### src/rtl/cpu_pkg.sv
// Shared MiniCPU definitions: bus widths, fetch FSM encoding and reset constants.
package cpu_pkg;

    localparam int unsigned ADDR_W  = 8;
    localparam int unsigned INSTR_W = 12;
    localparam int unsigned OPC_W   = 4;
    localparam int unsigned OPD_W   = 8;

    localparam logic [ADDR_W-1:0]  RESET_PC  = '0;
    localparam logic [INSTR_W-1:0] NOP_INSTR = 12'h000;

    typedef enum logic [2:0] {
        StIdle,
        StFetch,
        StCapture,
        StValid,
        StHalted
    } fetch_state_e;

endpackage

### src/rtl/program_counter.sv
// Program counter register: synchronous clear, load, increment or hold.
module program_counter
    import cpu_pkg::*;
(
    input  logic              i_clk,
    input  logic              i_clr,
    input  logic              i_load,
    input  logic [ADDR_W-1:0] i_load_addr,
    input  logic              i_inc,
    output logic [ADDR_W-1:0] o_pc
);

    logic [ADDR_W-1:0] r_pc;

    // Increment wraps modulo 2^ADDR_W without a carry flag.
    always_ff @(posedge i_clk) begin
        if (i_clr) begin
            r_pc <= RESET_PC;
        end else if (i_load) begin
            r_pc <= i_load_addr;
        end else if (i_inc) begin
            r_pc <= r_pc + 1'b1;
        end
    end

    assign o_pc = r_pc;

endmodule

### src/rtl/instr_fetch.sv
// Instruction fetch stage: PC, synchronous memory read, instruction register and
// valid/ready hand-off to decode, with jump redirect and sticky halt.
module instr_fetch
    import cpu_pkg::*;
(
    input  logic               Clk,
    input  logic               Rst_n,
    output logic [ADDR_W-1:0]  Mem_Addr,
    output logic               Mem_Rd,
    input  logic [INSTR_W-1:0] Mem_Data,
    output logic [INSTR_W-1:0] Instr,
    output logic               Instr_Valid,
    input  logic               Instr_Ready,
    input  logic               Jump,
    input  logic [ADDR_W-1:0]  Jump_Addr,
    input  logic               Halt,
    output logic [ADDR_W-1:0]  PC
);

    fetch_state_e       r_state;
    fetch_state_e       w_state_next;
    logic [INSTR_W-1:0] r_instr;
    logic [ADDR_W-1:0]  w_pc;
    logic               w_capture;
    logic               w_pc_load;

    always_ff @(posedge Clk) begin
        if (!Rst_n) begin
            r_state <= StIdle;
        end else begin
            r_state <= w_state_next;
        end
    end

    always_comb begin
        w_state_next = r_state;
        w_capture    = 1'b0;
        w_pc_load    = 1'b0;
        unique case (r_state)
            StIdle:    w_state_next = StFetch;
            StFetch:   w_state_next = StCapture;
            StCapture: begin
                w_state_next = StValid;
                w_capture    = 1'b1;
            end
            StValid:   if (Instr_Ready) w_state_next = StFetch;
            StHalted:  w_state_next = StHalted;
            default:   w_state_next = StIdle;
        endcase
        // A redirect drops whatever word is in flight or held and refetches.
        if (Jump && (r_state inside {StFetch, StCapture, StValid})) begin
            w_state_next = StFetch;
            w_capture    = 1'b0;
            w_pc_load    = 1'b1;
        end
        if (Halt) begin
            w_state_next = StHalted;
            w_capture    = 1'b0;
            w_pc_load    = 1'b0;
        end
    end

    always_ff @(posedge Clk) begin
        if (!Rst_n) begin
            r_instr <= NOP_INSTR;
        end else if (w_capture) begin
            r_instr <= Mem_Data;
        end
    end

    program_counter u_pc (
        .i_clk       (Clk),
        .i_clr       (!Rst_n),
        .i_load      (w_pc_load),
        .i_load_addr (Jump_Addr),
        .i_inc       (w_capture),
        .o_pc        (w_pc)
    );

    // Outputs depend only on registered state and PC.
    assign Mem_Addr    = w_pc;
    assign PC          = w_pc;
    assign Mem_Rd      = (r_state == StFetch);
    assign Instr_Valid = (r_state == StValid);
    assign Instr       = r_instr;

endmodule

### config.mk
export PLATFORM = sky130hd
export DESIGN_NAME = instr_fetch
export DESIGN_NICKNAME = d
export VERILOG_FILES = /design/src/rtl/cpu_pkg.sv /design/src/rtl/program_counter.sv /design/src/rtl/instr_fetch.sv
export SDC_FILE = /design/constraint.sdc
export NUM_CORES = 1
export LEC_CHECK = 0
export BUFFER_PORTS_ARGS = -buffer_cell sky130_fd_sc_hd__buf_2
export CAP_MARGIN = 20
export CORE_MARGIN = 2
export CORE_UTILIZATION = 44
export DETAILED_ROUTE_END_ITERATION = 6
export GPL_ROUTABILITY_DRIVEN = 0
export GPL_TIMING_DRIVEN = 0
export PLACE_DENSITY = 0.77
export REMOVE_ABC_BUFFERS = 1
export SETUP_SLACK_MARGIN = 0.2
export SLEW_MARGIN = 20
export SYNTH_ARGS = -nofsm -noshare
export SYNTH_HDL_FRONTEND = slang
export SYNTH_SLANG_ARGS = --single-unit
### constraint.sdc
create_clock -name Clk -period 2.4 [get_ports Clk]
set_clock_uncertainty 0.05 [all_clocks]
set_input_delay 0.12 -clock Clk [delete_from_list [all_inputs] [get_ports Clk]]
set_output_delay 0.12 -clock Clk [all_outputs]
set_load 0.05 [all_outputs]
# [Word level (Yosys, flattened, before mapping)]
# Index checks and enable logic that the tools add are counted.
[classes] n_addsub=1 eq_ne=7 muxes=11 bitwise=1 n_reduce_logical=6
[ops] cell="2-to-1 mux 8 bit" n=2
[ops] cell="case mux 3 bit (5 select lines)" n=1
[ops] cell="2-to-1 mux 3 bit" n=3
[ops] cell="adder 8 x 1 -> 8 bit (second input constant)" n=1
[ops] cell="== test 3 x 2 -> 1 bit (second input constant)" n=2
[ops] cell="2-to-1 mux 1 bit" n=5
[ops] cell="inequality test 4 x 1 -> 1 bit (second input constant)" n=1
[ops] cell="== test 3 x 1 -> 1 bit (second input constant)" n=1
[ops] cell="== test 3 bit (second input constant)" n=1
[ops] cell="logical NOT 3 bit" n=1
[ops] cell="inequality test 3 x 1 -> 1 bit (second input constant)" n=1
[ops] cell="nonzero test 3 bit" n=1
[ops] cell="OR reduction 3 bit" n=1
[ops] cell="inequality test 2 x 1 -> 1 bit (second input constant)" n=1
[ops] cell="nonzero test 2 bit" n=1
[ops] cell="OR reduction 2 bit" n=1
[ops] cell="logical AND 1 bit" n=1
[ops] cell="NOT 1 bit" n=1
[word_totals] reg_bits=23 in_bits=25 out_inout_bits=30 elab_cells=31

# [Longest topological paths before layout]
[depth] ltp_word=7 mapped_depth=7 mapped_depth_nobuf=5

# [Cells and area by module]
# Synthesis repeated with hierarchy kept, for this count alone.
[unflattened] cells_unflattened=132 hier_area_um2=1162.4
[by_module_without_submodules] module="instr_fetch" n_inst=1 cells_per_inst=79 area_each_um2=698.2 seq_area_each_um2=300.3
[by_module_without_submodules] module="program_counter" n_inst=1 cells_per_inst=53 area_each_um2=464.2 seq_area_each_um2=160.2

# [Worst setup path after synthesis]
# OpenSTA, ideal clock, no wires.
[synth_timing] kind="reg-to-output" startpoint="reg r_state[0]" endpoint="out Mem_Rd" arrival_ns=1.687 required_ns=2.230 setup_slack_ns=0.543 stages_incl_launch_ff=3 n_path_buf=1 path_cell_list="dfxtp_1 > buf_2 > nor3b_1"
[synth_between] elab_chain_cells=1
[synth_rtl] element="from (decl)" line="instr_fetch.sv:20" text="fetch_state_e r_state;"
[synth_rtl] element="from (signal assigned)" line="instr_fetch.sv:29" text="r_state <= StIdle;"
[synth_rtl] element="from (signal assigned)" line="instr_fetch.sv:31" text="r_state <= w_state_next;"
[synth_rtl] element="== test 3 x 1 -> 1 bit" line="instr_fetch.sv:83" text="assign Mem_Rd = (r_state == StFetch);"
[synth_rtl] element="to (decl)" line="instr_fetch.sv:9" text="output logic Mem_Rd,"
# Every way passes these cells.

# [Worst setup path after layout]
[layout_timing] startpoint="reg r_state[2]" endpoint="reg u_pc.r_pc[6], in the netlist u_pc.o_pc[6]"
[layout_between] elab_chain_cells=6 word_cells_on_any_way=12 cone_classes="eq/ne (3); mux (6); reduce/logical (3)"
[layout_rtl] element="== test 3 x 1 -> 1 bit (tied with other cells)" line="instr_fetch.sv:51" text="if (Jump && (r_state inside {StFetch, StCapture, StValid})) begin"
[layout_rtl] element="nonzero test 3 bit" line="instr_fetch.sv:51"
[layout_rtl] element="logical AND 1 bit" line="instr_fetch.sv:51"
[layout_rtl] element="2-to-1 mux 1 bit" line="instr_fetch.sv:51"
[layout_rtl] element="2-to-1 mux 1 bit" line="instr_fetch.sv:56" text="if (Halt) begin"
[layout_rtl] element="2-to-1 mux 8 bit or nonzero test 2 bit (tied branches)"
[layout_rtl] element="to (signal assigned)" line="program_counter.sv:20" text="r_pc <= i_load_addr;"
[layout_rtl] element="to (signal assigned)" line="program_counter.sv:22" text="r_pc <= r_pc + 1'b1;"
[layout_rtl] element="to (decl)" line="program_counter.sv:13" text="logic [ADDR_W-1:0] r_pc;"
# Several ways; a longest one is shown, not always the timed one.
# A chain may end at the register's enable or synchronous reset.

==> metrics <==
CP cell instances=or4b_1, or2_2, o311ai_4, a21oi_2; Final ANT Viol Nets=0; Ys Warns=0; count leader, synth=nand2_1; Reg2Reg Depth=4; Mapped Cells=around 130; area of the multi-input gates=around 540 µm²; number of global-route vias before repair=about 1,000; post-route setup slack=0.2675 ns; FF+latch count, synth=23; final setup violation count=0; Buf/Inv on CP=0; Synth Flop Type=dfxtp_1; CTS tree=done; area leader, netlist=dfxtp_1; share of layout cells above drive strength 1=0.3422; # rows=18; pwr/cell area=roughly 450 nW/µm²; Sink Count=23; Synth Cell Area=1110 µm²; I/O Buffers=54; gr usage total=0.1939; Vias=between 1,000 and 1,500; Hold Violations, Final=0; core box area=approximately 2400 µm²; Synth top cells by count=27 x nand2_1, 23 x dfxtp_1, 18 x a21oi_1, 9 x buf_4, 7 x nor2_1; worst IR drop on VDD=387.0 µV; crit path DAT=2.27 ns; slew margin rel.=0.6435; Max stage delay cell, worst path=or4b_1; Die W=roughly 54 µm; number of flops mapped to enable cells by yosys=0; gr ovfl total=0; measured slew at the worst slew-check pin=0.5341 ns; Data required, critical path=roughly 2.5 ns; Post-CTS Setup Bufs=0; DR WL/cell=12.17 µm; Seq/Total Area, Yosys=0.4149; Setup CP Type=flop to flop; FFs w/ async S/R, synth=0; FF+latch area=roughly 460 µm²; CP delay by family, top=simple AND/OR/NAND/NOR gates; synthesized area per cell=between 8 and 9 µm²; post-synth top area share=0.4149; pre-CTS setup slack=about 0.25 ns; min Tclk post-route=approximately 2.1 ns; Tcrit/Tclk final=0.8886; Clock Path Buffers=2; first-pass GRT wire length=between 4000 and 5000 µm; Leak=0.6454 nW; 1st-iter DRT viols=19; setup TNS=0 ns; post-DR vias/cell=5.074; WL final=~2600 µm; Pins Over Slew Limit=0; CTS buffer count=3; cell depth of the worst min-delay path=3; Max Freq=468.9 MHz; die height=54.22 µm; largest net degree at the start of global routing=20; Syn-to-layout area delta=32.81%; worst-path fanout max=14; clock root cell=clkbuf_4; Netlist cell types=32; Antenna Cells=0; Fin Hold WS=about 0.02 ns; largest cells by area after synthesis=dfxtp_1 41%, nand2_1 9.1%, a21oi_1 8.1%; H-Tree Depth=1; placed cell areas=between 1000 and 1500 µm²; status=completed; Initial Utilization=0.4563; drt first pass iters=4; Die Area=around 2900 µm²; post-detail-place hpwl=1855 µm; Worst path depth=4; Residual DRC=0; nets=between 200 and 250; Worst setup SP type=flop; Skew-Pair Late Insertion Delay=between 0.3 and 0.4 ns; initial antenna violation count=0; I/O pin count=55; Fill cells=225; cell area after layout=1474 µm²; Setup crit end kind=flop; Core Util, Final=0.6060; number of max-cap violations=0; RSZ-0062 raised after global routing=no; Max stage delay on crit path=around 0.7 ns; worst min path class=primary input to flop; Reg clk slew, reported paths=0.13 ns
==> cells by family (layout without fill, tap and decap cells) <==
logic type / after synthesis / count (layout) / share of synthesized area
simple gates: 53 / 53 / 0.2435
compound gates: 30 / 30 / 0.1793
flops: 23 / 23 / 0.4149
mux: 2 / 2 / 0.01804
buf+inv: 18 / 74 / 0.1015
fa+ha+maj: 1 / 1 / 0.01127
xor+xnor: 4 / 4 / 0.03156
==> path summary, 6_finish.rpt <==
path | from | to | slack (ns)
min | Halt | r_state[2] | 0.02
max | r_state[2] | u_pc.o_pc[6] | 0.27
max reg2reg | r_state[2] | u_pc.o_pc[6] | 0.27
min reg2reg | Instr[6] | Instr[6] | 0.41
==> through the flow <==
stage,power [W],cells
after floorplan,0.0004484,116
after global placement,0.0004800,200
after detailed placement,0.0004827,200
after CTS,0.0006797,217
after global routing,0.0007049,217
final,0.0006649,217
==> sequential cells by signal, indices dropped and copies added, names as in the netlist <==
name,flops
u_pc.o_pc,8
r_state,3
Instr,12
==> what timing repair did <==
item | in CTS | in global routing
hold endpoints to repair | 13 | 0
gates resized for setup | 0 | 1
endpoints found under the setup margin | 0 | 1
hold buffers | 13 | 0
==> tightest hold or removal path, delay by kind of cell <==
kind / cells / cell delay [ns]
compound gates: 1 / 0.05
buf+inv: 1 / 0.10
simple gates: 1 / 0.08
==> cell usage in the layout, fill, tap and decap left out, types with 2 or more instances in the layout <==
cell           instances
o21ai_0                4
nor2_1                 7
buf_2                 54
dlygate4sd3_1         13
clkbuf_4               3
a22oi_1                2
mux2i_1                2
and3b_1                2
nand3_1                4
dfxtp_1               23
nor3b_1                2
nor3_1                 3
nand2_1               27
a21oi_1               18
xnor2_1                4
inv_1                  3
==> power breakdown <==
part,switching (W),internal (W)
registers,0.00000965,0.000387
logic,0.0000532,0.0000408
clock network,0.000112,0.0000621
total,0.000174,0.000490
==> final cells by class <==
type                    count  share of cell area
flip-flops and latches     23              0.3124
repair buffers             67              0.2716
multi-input cells          90              0.3642
inverters                   3            0.007640
clock inverters             1            0.003396
clock buffers               3             0.01528
well taps                  30             0.02547
==> metal layers <==
metal / wire [µm] / vias up / GRT usage / part of all wire
met3: 110 / 2 / 0.01639 / 0.042
met1: 1128 / 515 / 0.2250 / 0.43
met5: 0 / - / 0 / 0
met2: 1374 / 29 / 0.3574 / 0.52
met4: 27 / 0 / 0.08750 / 0.010
li1: - / 555 / - / -
No activity file was read; power rests on OpenSTA's default activity.
